$ cat config.mk
export PLATFORM = sky130hd
export DESIGN_NAME = tm_xin_loader
export DESIGN_NICKNAME = d
export VERILOG_FILES = /design/src/rtl/tm_xin_loader.sv
export SDC_FILE = /design/constraint.sdc
export NUM_CORES = 1
export LEC_CHECK = 0
export CAP_MARGIN = 20
export CORE_UTILIZATION = 25
export DETAILED_ROUTE_END_ITERATION = 6
export PLACE_DENSITY = 0.6
export SYNTH_ARGS = -nofsm -noshare
export SYNTH_HDL_FRONTEND = slang
export SYNTH_SLANG_ARGS = --single-unit
$ cat constraint.sdc
create_clock -name clk -period 1.8 [get_ports clk]
set_input_delay 0.18 -clock clk [delete_from_list [all_inputs] [get_ports clk]]
set_output_delay 0.18 -clock clk [all_outputs]
set_load 0.1 [all_outputs]
$ cat src/rtl/tm_xin_loader.sv
`default_nettype none
// +----------------------------------------------------------------------------+
// | tm_xin_loader : streams host words into the classifier XIN memory, then     |
// | runs the classifier and holds result_valid until acked.   Rev 1.0           |
// +----------------------------------------------------------------------------+
module tm_xin_loader #(
  parameter int                  LA_CHUNKS = 49,
  parameter int                  INT_SIZE  = 32,
  parameter logic [INT_SIZE-1:0] FILTER    = 32'hFFFFFFFF,
  parameter int                  AW        = $clog2(LA_CHUNKS)
) (
  input  logic                clk,
  input  logic                rst_flag,
  input  logic                s_valid,
  output logic                s_ready,
  input  logic [INT_SIZE-1:0] s_data,
  input  logic                s_last,
  output logic                mem_we,
  output logic [AW-1:0]       mem_addr,
  output logic [INT_SIZE-1:0] mem_wdata,
  output logic                tm_rst,
  input  logic                tm_full_done,
  output logic                result_valid,
  input  logic                result_ack,
  output logic                err_len
);

  localparam logic [AW-1:0] LAST_IDX = AW'(LA_CHUNKS - 1);

  typedef enum logic [1:0] {
    ST_LOAD = 2'd0,
    ST_RUN  = 2'd1,
    ST_DONE = 2'd2
  } state_t;

  state_t              state_q, state_d;
  logic [AW-1:0]       cnt_q, cnt_d;
  logic                err_q, err_d;
  logic                we_q, we_d;
  logic [AW-1:0]       addr_q, addr_d;
  logic [INT_SIZE-1:0] wdata_q, wdata_d;
  logic                ready_q, tmrst_q, rvalid_q;

  logic                hs;
  logic                last_word;

  assign hs        = s_valid & ready_q;
  assign last_word = (cnt_q == LAST_IDX);

  always_comb begin
    state_d = state_q;
    cnt_d   = cnt_q;
    err_d   = err_q;
    we_d    = 1'b0;
    addr_d  = addr_q;
    wdata_d = wdata_q;
    case (state_q)
      ST_LOAD: begin
        if (hs) begin
          we_d    = 1'b1;
          addr_d  = cnt_q;
          wdata_d = last_word ? (s_data & FILTER) : s_data;
          // A new sample clears the error unless this very word sets it again.
          if (cnt_q == '0) begin
            err_d = 1'b0;
          end
          if (last_word) begin
            state_d = ST_RUN;
            cnt_d   = '0;
            if (!s_last) begin
              err_d = 1'b1;
            end
          end else if (s_last) begin
            err_d = 1'b1;
            cnt_d = '0;
          end else begin
            cnt_d = cnt_q + AW'(1);
          end
        end
      end
      ST_RUN: begin
        if (tm_full_done) begin
          state_d = ST_DONE;
        end
      end
      ST_DONE: begin
        if (result_ack) begin
          state_d = ST_LOAD;
        end
      end
      default: begin
        state_d = ST_LOAD;
        cnt_d   = '0;
      end
    endcase
  end

  // Handshake and classifier-control outputs are registered decodes of the next state.
  always_ff @(posedge clk) begin
    if (!rst_flag) begin
      state_q  <= ST_LOAD;
      cnt_q    <= '0;
      err_q    <= 1'b0;
      we_q     <= 1'b0;
      addr_q   <= '0;
      wdata_q  <= '0;
      ready_q  <= 1'b1;
      tmrst_q  <= 1'b1;
      rvalid_q <= 1'b0;
    end else begin
      state_q  <= state_d;
      cnt_q    <= cnt_d;
      err_q    <= err_d;
      we_q     <= we_d;
      addr_q   <= addr_d;
      wdata_q  <= wdata_d;
      ready_q  <= (state_d == ST_LOAD);
      tmrst_q  <= (state_d == ST_LOAD);
      rvalid_q <= (state_d == ST_DONE);
    end
  end

  assign s_ready      = ready_q;
  assign tm_rst       = tmrst_q;
  assign result_valid = rvalid_q;
  assign err_len      = err_q;
  assign mem_we       = we_q;
  assign mem_addr     = addr_q;
  assign mem_wdata    = wdata_q;

endmodule
`default_nettype wire

==> metrics.yaml, run 1 <==
run_status:
  status: "finished clean"
synth:
  ys_types: 32
  syn_inst: 237
  yosysSeqAreaShare: 0.476
  yosysTopAreaCellShare: 0.476
  synth_nets: 281
  ys_ff_latch: 50
  synth_area_leaders: "dfxtp_1 (48%), nand2_1 (14%), a21boi_0 (14%)"
  synth_flop_cell: "dfxtp_1"
  syn_area_per_cell_sq_um: 8.86
  synthArstFlopShare: 0
  synth_top_cell_by_area: "dfxtp_1"
  synth_edf_count: 0
  syn-cell-area_sq_um: 2100
  yosysWarnings: 0
timing:
  finalSetupTns_ps: 0
  period_needed_ps: 1610
  hold_violations: 0
  setup_viol: 0
  fin_crit_sh: 0.894
  tightest_slew_ps: 437
  max_slew_margin: 0.707
  max_freq_mhz: 621
  finClkSkew_ps: 6.23
  maxSlewViolCount: 0
  rsz0062_at_grt: "false"
final_layout:
  nets: 359
  antenna_cells: 0
  synthToLayoutAreaGrowth_pct: 43.7
  final_cells: 420
  layout-drive-gt1-share: 0.213
  fin_area_sq_um: 3020
critical_path:
  crit_path_end_kind: "register"
  worstSetupPathType: "register to register"
  path_max_fanout: 5
  required_ps: 1990
  critPathLaunchType: "register"
  path_cells: "inv_1, ha_1, and3_4, a41oi_2, nor4b_4, nor2_1"
  crit_family: "simple AND/OR/NAND/NOR gates"
  slowest_stage: "dfxtp_1"
  critPathBufInv: 1
  cp_slowest_stage_delay_ps: 350
  critPathArrivalTime_ps: 1800
global_route:
  grt_overflow_total: 0
  grt_antenna_before_repair: 0
  grt_max_degree: 39
  grt_pass1_wl_um: 7990
  grtUsageTotal: 0.115
  grt_pass1_vias: 1692
routing:
  avgViaCountPerCell: 4.24
  drtAntennaViolNets: 0
  vias: 1781
  drtIter0Drc: 66
  drc: 0
  wl_per_cell_um: 11.8
  drt_wl_total_um: 4970
  dr.pass1.iters: 4
floorplanning:
  die-height_um: 93.7
  die_width_um: 93.7
  rows: 33
  ios: 81
  start_util: 0.257
  core_area_sq_um: 8180
  die_area_sq_um: 8770
job:
  maxCapViolCount: 0
cts:
  cts_root_buf: "clkbuf_8"
  htreeDepth: 2
  clkTransAtPathRegs_ps: 90
  cts_sinks: 50
  tritoncts.num_buffers: 5
  clk_path_buf_depth: 2
  insertion_delay_ps: 300
  cts_resized: 0
  cts_hold_buf: 0
  cts_tree: "yes"
  postCtsSetupBuffers: 0
power:
  total_power_uw: 2590
  power_density_nw_per_um2: 859
  ir_drop_mv: 0.330
  p_leak_uw: 0.00122
placed_design:
  placed_area_sq_um: 2900
  placed_cells: 413
  place_congestion: 0.728
  dp_hpwl_um: 3560
  io_buffers: 80
worst_hold_path:
  hold_class: "input port to register"
-- registers in the layout (all words and copies together), names as in the netlist --
name / count
mem_we: 1
mem_addr: 6
tm_rst: 1
state_q: 2
mem_wdata: 32
cnt_q: 6
err_len: 1
result_valid: 1
-- synthesized netlist by cell type (3+ instances only) --
library cell	n
a21boi_0	38
a21boi_1	3
buf_2	4
buf_4	4
clkbuf_1	6
dfxtp_1	50
ha_1	6
inv_1	5
nand2_1	77
nand3_1	6
nor2_1	8
nor3_1	3
xnor2_1	5
-- worst min-delay path, delay by kind of cell --
family                 cells  cell delay [ps]
AND/OR/NAND/NOR            1               50
buffers and inverters      1              400
AO/OA/AOI/OAI              1               60
-- logic make-up (layout without fill, tap and decap cells) --
family,count (synthesis),in the layout,share of synthesized area
adders and majority gates,6,6,0.0357
AOI/OAI and AO/OA,51,51,0.191
DFF,50,50,0.476
xor gates and xnor gates,5,5,0.0208
and+or+nand+nor,104,104,0.225
buffers and inverters,21,99,0.0512
-- per-layer routing --
| layer | track usage | share of wire | up-vias |
|---|---|---|---|
| met2 | 0.196 | 0.47 | 45 |
| met5 | 0 | 0 | - |
| met1 | 0.139 | 0.45 | 801 |
| met4 | 0.0346 | 0.012 | 0 |
| li1 | - | - | 930 |
| met3 | 0.0356 | 0.059 | 5 |
-- placed cells by master, fill, tap and decap left out, drive strengths merged, types with 2 or more instances in the layout --
cell | synthesis | layout
o21ai | 2 | 2
nor3b | 3 | 3
o31a | 2 | 2
clkbuf | 7 | 6
nor2 | 8 | 8
nor3 | 3 | 3
xnor2 | 5 | 5
ha | 6 | 6
buf | 9 | 50
a21oi | 2 | 2
nand2 | 77 | 77
a21boi | 41 | 41
inv | 5 | 5
dfxtp | 50 | 50
and2b | 2 | 2
clkdlybuf4s50 | 0 | 37
nand3 | 6 | 6
-- stage by stage --
step | util | setup WS (ps) | hold WS, ps
2_1_floorplan | - | 140 | 325
3_3_place_gp | 0.355 | 121 | 449
3_5_place_dp | 0.355 | 128 | 457
4_1_cts | 0.369 | 113 | 421
5_1_grt | 0.369 | 49.2 | 425
6_report | 0.369 | 190 | 425
-- final timing paths --
kind                     start       endpoint  slack, ps  depth (start not counted)
setup / recovery    state_q[0]         tm_rst        190                          6
hold / removal      s_data[29]  mem_wdata[29]        420                          3
setup reg to reg    state_q[0]         tm_rst        190                          6
hold reg to reg   mem_wdata[8]   mem_wdata[8]        470                          2
-- area by class of cell --
cell class / instances / area, sq um
fill: 828 / 5160
sequential: 50 / 1000
multi-input combinational: 166 / 996
timing repair buffer: 87 / 758
tap: 105 / 131
clock buffer: 6 / 82.6
clock inverter: 1 / 30.0
inverter: 5 / 18.8
-- where the power goes --
part           internal, uW  switching, uW  leakage, uW  total [uW]
registers              1150           24.0     0.000409        1180
clock network           445            363    0.0000573         808
logic                   181            429     0.000749         609
Power figures use the tool's default switching activity.
==> run 2, diff against run 1 <==
--- a/config.mk
+++ b/config.mk
@@ -6,8 +6,10 @@
 export NUM_CORES = 1
 export LEC_CHECK = 0
 export CAP_MARGIN = 20
+export CORE_ASPECT_RATIO = 0.8
 export CORE_UTILIZATION = 25
 export DETAILED_ROUTE_END_ITERATION = 6
+export GPL_TIMING_DRIVEN = 0
 export PLACE_DENSITY = 0.6
 export SYNTH_ARGS = -nofsm -noshare
 export SYNTH_HDL_FRONTEND = slang
==> constraint.sdc (replaced) <==
create_clock -name clk -period 2 [get_ports clk]
set_input_delay 0.2 -clock clk [delete_from_list [all_inputs] [get_ports clk]]
set_output_delay 0.2 -clock clk [all_outputs]
set_load 0.1 [all_outputs]
==> metrics.yaml, run 2 (synthesis gave the netlist of run 1 again) <==
power:
  power_density_nw_per_um2: 738  # -14%
  p_sw_frac: 0.327  # +0.0130
  comb_power_share: 0.236  # about the same
  total_power_uw: 2340  # -9.8%
  p_switching_uw: 766  # -6.0%
  ir_drop_mv: 0.361  # +9.1%
  p_leak_uw: 0.00158  # +30%
  intPower_uw: 1570  # -11%
  power_frac_seq: 0.452  # about the same
  clkPwrFrac: 0.312  # about the same
cts:
  cts_root_buf: "clkbuf_8"
  tritoncts.num_buffers: 5  # unchanged
  cts_tree: "yes"
  cts_sinks: 50  # unchanged
  clkTransAtPathRegs_ps: 100  # about the same
  postCtsSetupBuffers: 0  # unchanged
  insertion_delay_ps: 310  # about the same
  cts_hold_buf: 0  # unchanged
  htreeDepth: 2  # unchanged
  clk_path_buf_depth: 2  # unchanged
global_route:
  grt_antenna_before_repair: 0  # unchanged
  grt_max_degree: 17  # -56%
  grt_pass1_vias: 1752  # +3.5%
  grtUsageTotal: 0.123  # +0.00723
  grt_overflow_total: 0  # unchanged
  grt_pass1_wl_um: 8550  # +7.0%
timing:
  tightest_slew_ps: 996  # +559 ps
  setup_viol: 0  # unchanged
  max_slew_margin: 0.335  # -0.371
  finClkSkew_ps: 10.1  # +3.86 ps
  rsz0062_at_grt: "false"
  fin_crit_sh: 0.975
  hold_violations: 0  # unchanged
  maxSlewViolCount: 0  # unchanged
  max_freq_mhz: 513
  finalSetupTns_ps: 0  # unchanged
  period_needed_ps: 1950
final_layout:
  final_cell_mix: "nand2_1 (77), dfxtp_1 (49), a21boi_0 (38)"
  largest_reg_flops: 32  # unchanged
  final_cells: 432  # +2.9%
  synthToLayoutAreaGrowth_pct: 51.0
  fin_area_sq_um: 3170  # +5.1%
  nets: 367  # +2.2%
  fillers: 815  # -1.6%
  layout-drive-gt1-share: 0.0864  # -0.126
  final_common_cell: "nand2_1"
  antenna_cells: 0  # unchanged
routing:
  avgViaCountPerCell: 4.16  # -1.8%
  drt_wl_total_um: 5350  # +7.6%
  drtIter0Drc: 60  # -9.1%
  vias: 1799  # +1.0%
  dr.pass1.iters: 4  # unchanged
  wl_per_cell_um: 12.4  # +4.6%
  drc: 0  # unchanged
  drtAntennaViolNets: 0  # unchanged
critical_path:
  path_depth: 1  # -5
  path_max_fanout: 1  # -4
  slowest_stage: "clkdlybuf4s50_1"
  ff2ff_setup_slack_ps: 230  # +40 ps
  worstSetupPathType: "register to output port"
  critPathBufInv: 1  # unchanged
  critPathArrivalTime_ps: 1750  # -50 ps
  r2r-end: "mem_wdata[7]"
  cp_slowest_stage_delay_ps: 1120  # +770 ps
  r2r-start: "state_q[0]"
  crit_family: "buffers and inverters"
  path_cells: "clkdlybuf4s50_1"
  critPathLaunchType: "register"
  rr_worst_depth: 7  # +1
  required_ps: 1800  # -190 ps
  crit_path_end_kind: "output port"
worst_hold_path:
  hold_class: "input port to register"
  hold-path-cell-count: 2  # -1
  hold_path.startpoint: "rst_flag"
  holdPathEnd: "state_q[0]"
floorplanning:
  rows: 29  # -12%
  ios: 81  # unchanged
  die_area_sq_um: 8780  # about the same
  start_util: 0.262  # +0.00501
  core_area_sq_um: 8020  # -1.9%
  die-height_um: 84.0  # -10%
  die_width_um: 104  # +12%
placed_design:
  place_congestion: 0.725  # -0.41%
  io_buffers: 79  # -1.3%
  placed_cells: 424  # +2.7%
  dp_hpwl_um: 3820  # +7.3%
  placed_area_sq_um: 3030  # +4.3%
run_status:
  status: "finished clean"
job:
  maxCapViolCount: 0  # unchanged
==> run 2: final cells by class <==
type / count / area, sq um / share of cell area
buffer: 16 / 90.1 / 0.0284
clock buffer: 5 / 68.8 / 0.0217
clock inverter: 3 / 43.8 / 0.0138
inverter: 5 / 18.8 / 0.00592
multi-input combinational: 166 / 992 / 0.313
sequential: 50 / 1000 / 0.316
tap: 108 / 135 / 0.0426
timing repair buffer: 79 / 821 / 0.259
==> run 2: stage by stage <==
stage	hold WS (ps)	utilization	worst slack (ps)
3_5_place_dp	456	0.378	70.3
5_1_grt	293	0.396	4.37
4_1_cts	287	0.389	0.425
6_report	286	0.396	49.2
2_1_floorplan	345	-	340
3_3_place_gp	450	0.378	106
==> run 2: worst max-delay path by stage <==
stage | slack [ps] | from | end
2_1_floorplan | 340 | tm_rst | result_valid
3_3_place_gp | 110 | state_q[0] | mem_addr[4]
3_5_place_dp | 70 | state_q[0] | mem_wdata[7]
4_1_cts | 0.4 | mem_addr[4] | mem_addr[4]
5_1_grt | 4 | result_valid | result_valid
6_report | 50 | result_valid | result_valid
==> run 2: power groups by stage <==
| stage | clock network, uW | logic, uW | registers [uW] |
|---|---|---|---|
| after floorplan | 0 | 99.6 | 1370 |
| after global placement | 0 | 566 | 1080 |
| after detailed placement | 0 | 567 | 1080 |
| after CTS | 759 | 557 | 1060 |
| after global routing | 791 | 578 | 1060 |
| final | 731 | 552 | 1060 |
==> run 2: routing by layer <==
metal  global-route usage  vias to the layer above  routed length [um]
li1                     -                      945                   -
met3               0.0304                        8                 262
met5                    0                        -                   0
met4               0.0351                        0                  57
met2                0.196                       51                2290
met1                0.162                      795                2740
==> run 2: what timing repair did <==
action | CTS | global route
resized for setup | 20 | 24
gates cloned | 0 | 0
endpoints found under the setup margin | 20 | 32
==> run 3, diff against run 2 <==
--- a/config.mk
+++ b/config.mk
@@ -7,10 +7,10 @@
 export LEC_CHECK = 0
 export CAP_MARGIN = 20
 export CORE_ASPECT_RATIO = 0.8
-export CORE_UTILIZATION = 25
+export CORE_UTILIZATION = 45
 export DETAILED_ROUTE_END_ITERATION = 6
 export GPL_TIMING_DRIVEN = 0
-export PLACE_DENSITY = 0.6
+export PLACE_DENSITY = 0.91
 export SYNTH_ARGS = -nofsm -noshare
 export SYNTH_HDL_FRONTEND = slang
 export SYNTH_SLANG_ARGS = --single-unit
==> metrics.yaml, run 3 (synthesis gave the netlist of run 1 again) <==
run_status:
  status: "finished clean"
final_layout:
  final_cells: 379  # -12%
  largest_reg_flops: 32  # unchanged
  multi_input_area_sq_um: 992  # unchanged
  nets: 367  # unchanged
  layout-drive-gt1-share: 0.0807  # -0.00567
  regArea_sq_um: 1000  # unchanged
  synthToLayoutAreaGrowth_pct: 48.5
  final_cell_mix: "nand2_1 (77), dfxtp_1 (49), clkdlybuf4s50_1 (43)"
  antenna_cells: 0  # unchanged
  fin_util: 0.719  # +0.324
  fillers: 327  # -60%
  final_common_cell: "nand2_1"
timing:
  finalSetupTns_ps: 0  # unchanged
  post-route-worst-setup-slack_ps: 44.0  # -5.23 ps
  tightest_slew_ps: 1020  # +20.1 ps
  period_needed_ps: 1960  # +5.23 ps
  whs_ps: 289  # +2.66 ps
  max_freq_mhz: 511  # -0.27%
  max_slew_margin: 0.326  # -0.00964
  rsz0062_at_grt: "false"
  hold_violations: 0  # unchanged
  maxSlewViolCount: 0  # unchanged
  setup_viol: 0  # unchanged
  finClkSkew_ps: 1.90  # -8.19 ps
  fin_crit_sh: 0.978  # +0.00262
placed_design:
  io_buffers: 79  # unchanged
  post-place-ws_ps: 79.4  # +9.10 ps
  place_congestion: 0.802  # +11%
  placed_cells: 373  # -12%
  dp_hpwl_um: 3590  # -6.0%
routing:
  drtIter0Drc: 44  # -27%
  drtAntennaViolNets: 0  # unchanged
  avgViaCountPerCell: 4.93  # +18%
  dr.pass1.iters: 4  # unchanged
  drc: 0  # unchanged
  drt_wl_total_um: 4930  # -7.9%
  vias: 1867  # +3.8%
  wl_per_cell_um: 13.0  # +5.0%
cts:
  cts_hold_buf: 0  # unchanged
  clkTransAtPathRegs_ps: 80  # -20 ps
  htreeDepth: 2  # unchanged
  cts_root_buf: "clkbuf_8"
  tritoncts.num_buffers: 5  # unchanged
  clk_path_buf_depth: 2  # unchanged
  cts_sinks: 50  # unchanged
  cts_resized: 5  # -75%
  insertion_delay_ps: 290  # -20 ps
  cts_tree: "yes"
  postCtsSetupBuffers: 0  # unchanged
critical_path:
  crit_family: "buffers and inverters"
  path_cells: "clkdlybuf4s50_1"
  required_ps: 1800  # about the same
  path_max_fanout: 2  # +1
  slowest_stage: "clkdlybuf4s50_1"
  critPathArrivalTime_ps: 1760  # about the same
  critPathLaunchType: "register"
  worstSetupPathType: "register to output port"
  cp_slowest_stage_delay_ps: 1130  # about the same
  crit_path_end_kind: "output port"
  critPathBufInv: 1  # unchanged
global_route:
  grt_pass1_vias: 1795  # +2.5%
  grt_antenna_before_repair: 0  # unchanged
  grt_overflow_total: 0  # unchanged
  grt_pass1_wl_um: 7940  # -7.1%
  grt_max_degree: 14  # -3
  grtUsageTotal: 0.202  # +0.0796
power:
  p_leak_uw: 0.00165  # +4.9%
  power_density_nw_per_um2: 700  # -5.1%
  ir_drop_mv: 0.436  # +21%
floorplanning:
  core_area_sq_um: 4340  # -46%
  rows: 21  # -28%
  die-height_um: 63.1  # -25%
  die_area_sq_um: 4950  # -44%
  die_width_um: 78.4  # -25%
  ios: 81  # unchanged
  start_util: 0.485  # +0.223
job:
  maxCapViolCount: 0  # unchanged
worst_hold_path:
  hold_class: "input port to register"
run 3: stage by stage:
stage	power [uW]	area [sq um]
detailed placement	1640	2960
floorplan	1470	2100
global route	2280	3120
CTS	2210	3040
finish	2180	3120
global placement	1640	2960
run 3: metal layers:
| layer | track usage | wire (um) |
|---|---|---|
| met1 | 0.243 | 2170 |
| met3 | 0.0638 | 427 |
| met4 | 0.0671 | 43 |
| met2 | 0.341 | 2290 |
| met5 | 0 | 0 |
run 3: area by class of cell:
cell class	count	share of cell area
Sequential cell	50	0.321
Multi-Input combinational cell	166	0.318
Timing Repair Buffer	79	0.276
Buffer	16	0.0289
Clock buffer	6	0.0265
Tap cell	57	0.0229
Inverter	5	0.00602
run 3: worst paths after layout:
path	start	to	slack, ps	cells after the start
max	mem_wdata[8]	mem_wdata[8]	40	1
min	rst_flag	state_q[0]	290	2
max reg2reg	state_q[0]	mem_addr[4]	200	7
min reg2reg	mem_wdata[21]	mem_wdata[21]	460	2
run 3: report_power, final:
part	switching (uW)	total [uW]	internal, uW
Sequential	19.6	1060	1040
Combinational	389	560	171
Clock	299	566	267
Total	708	2180	1470
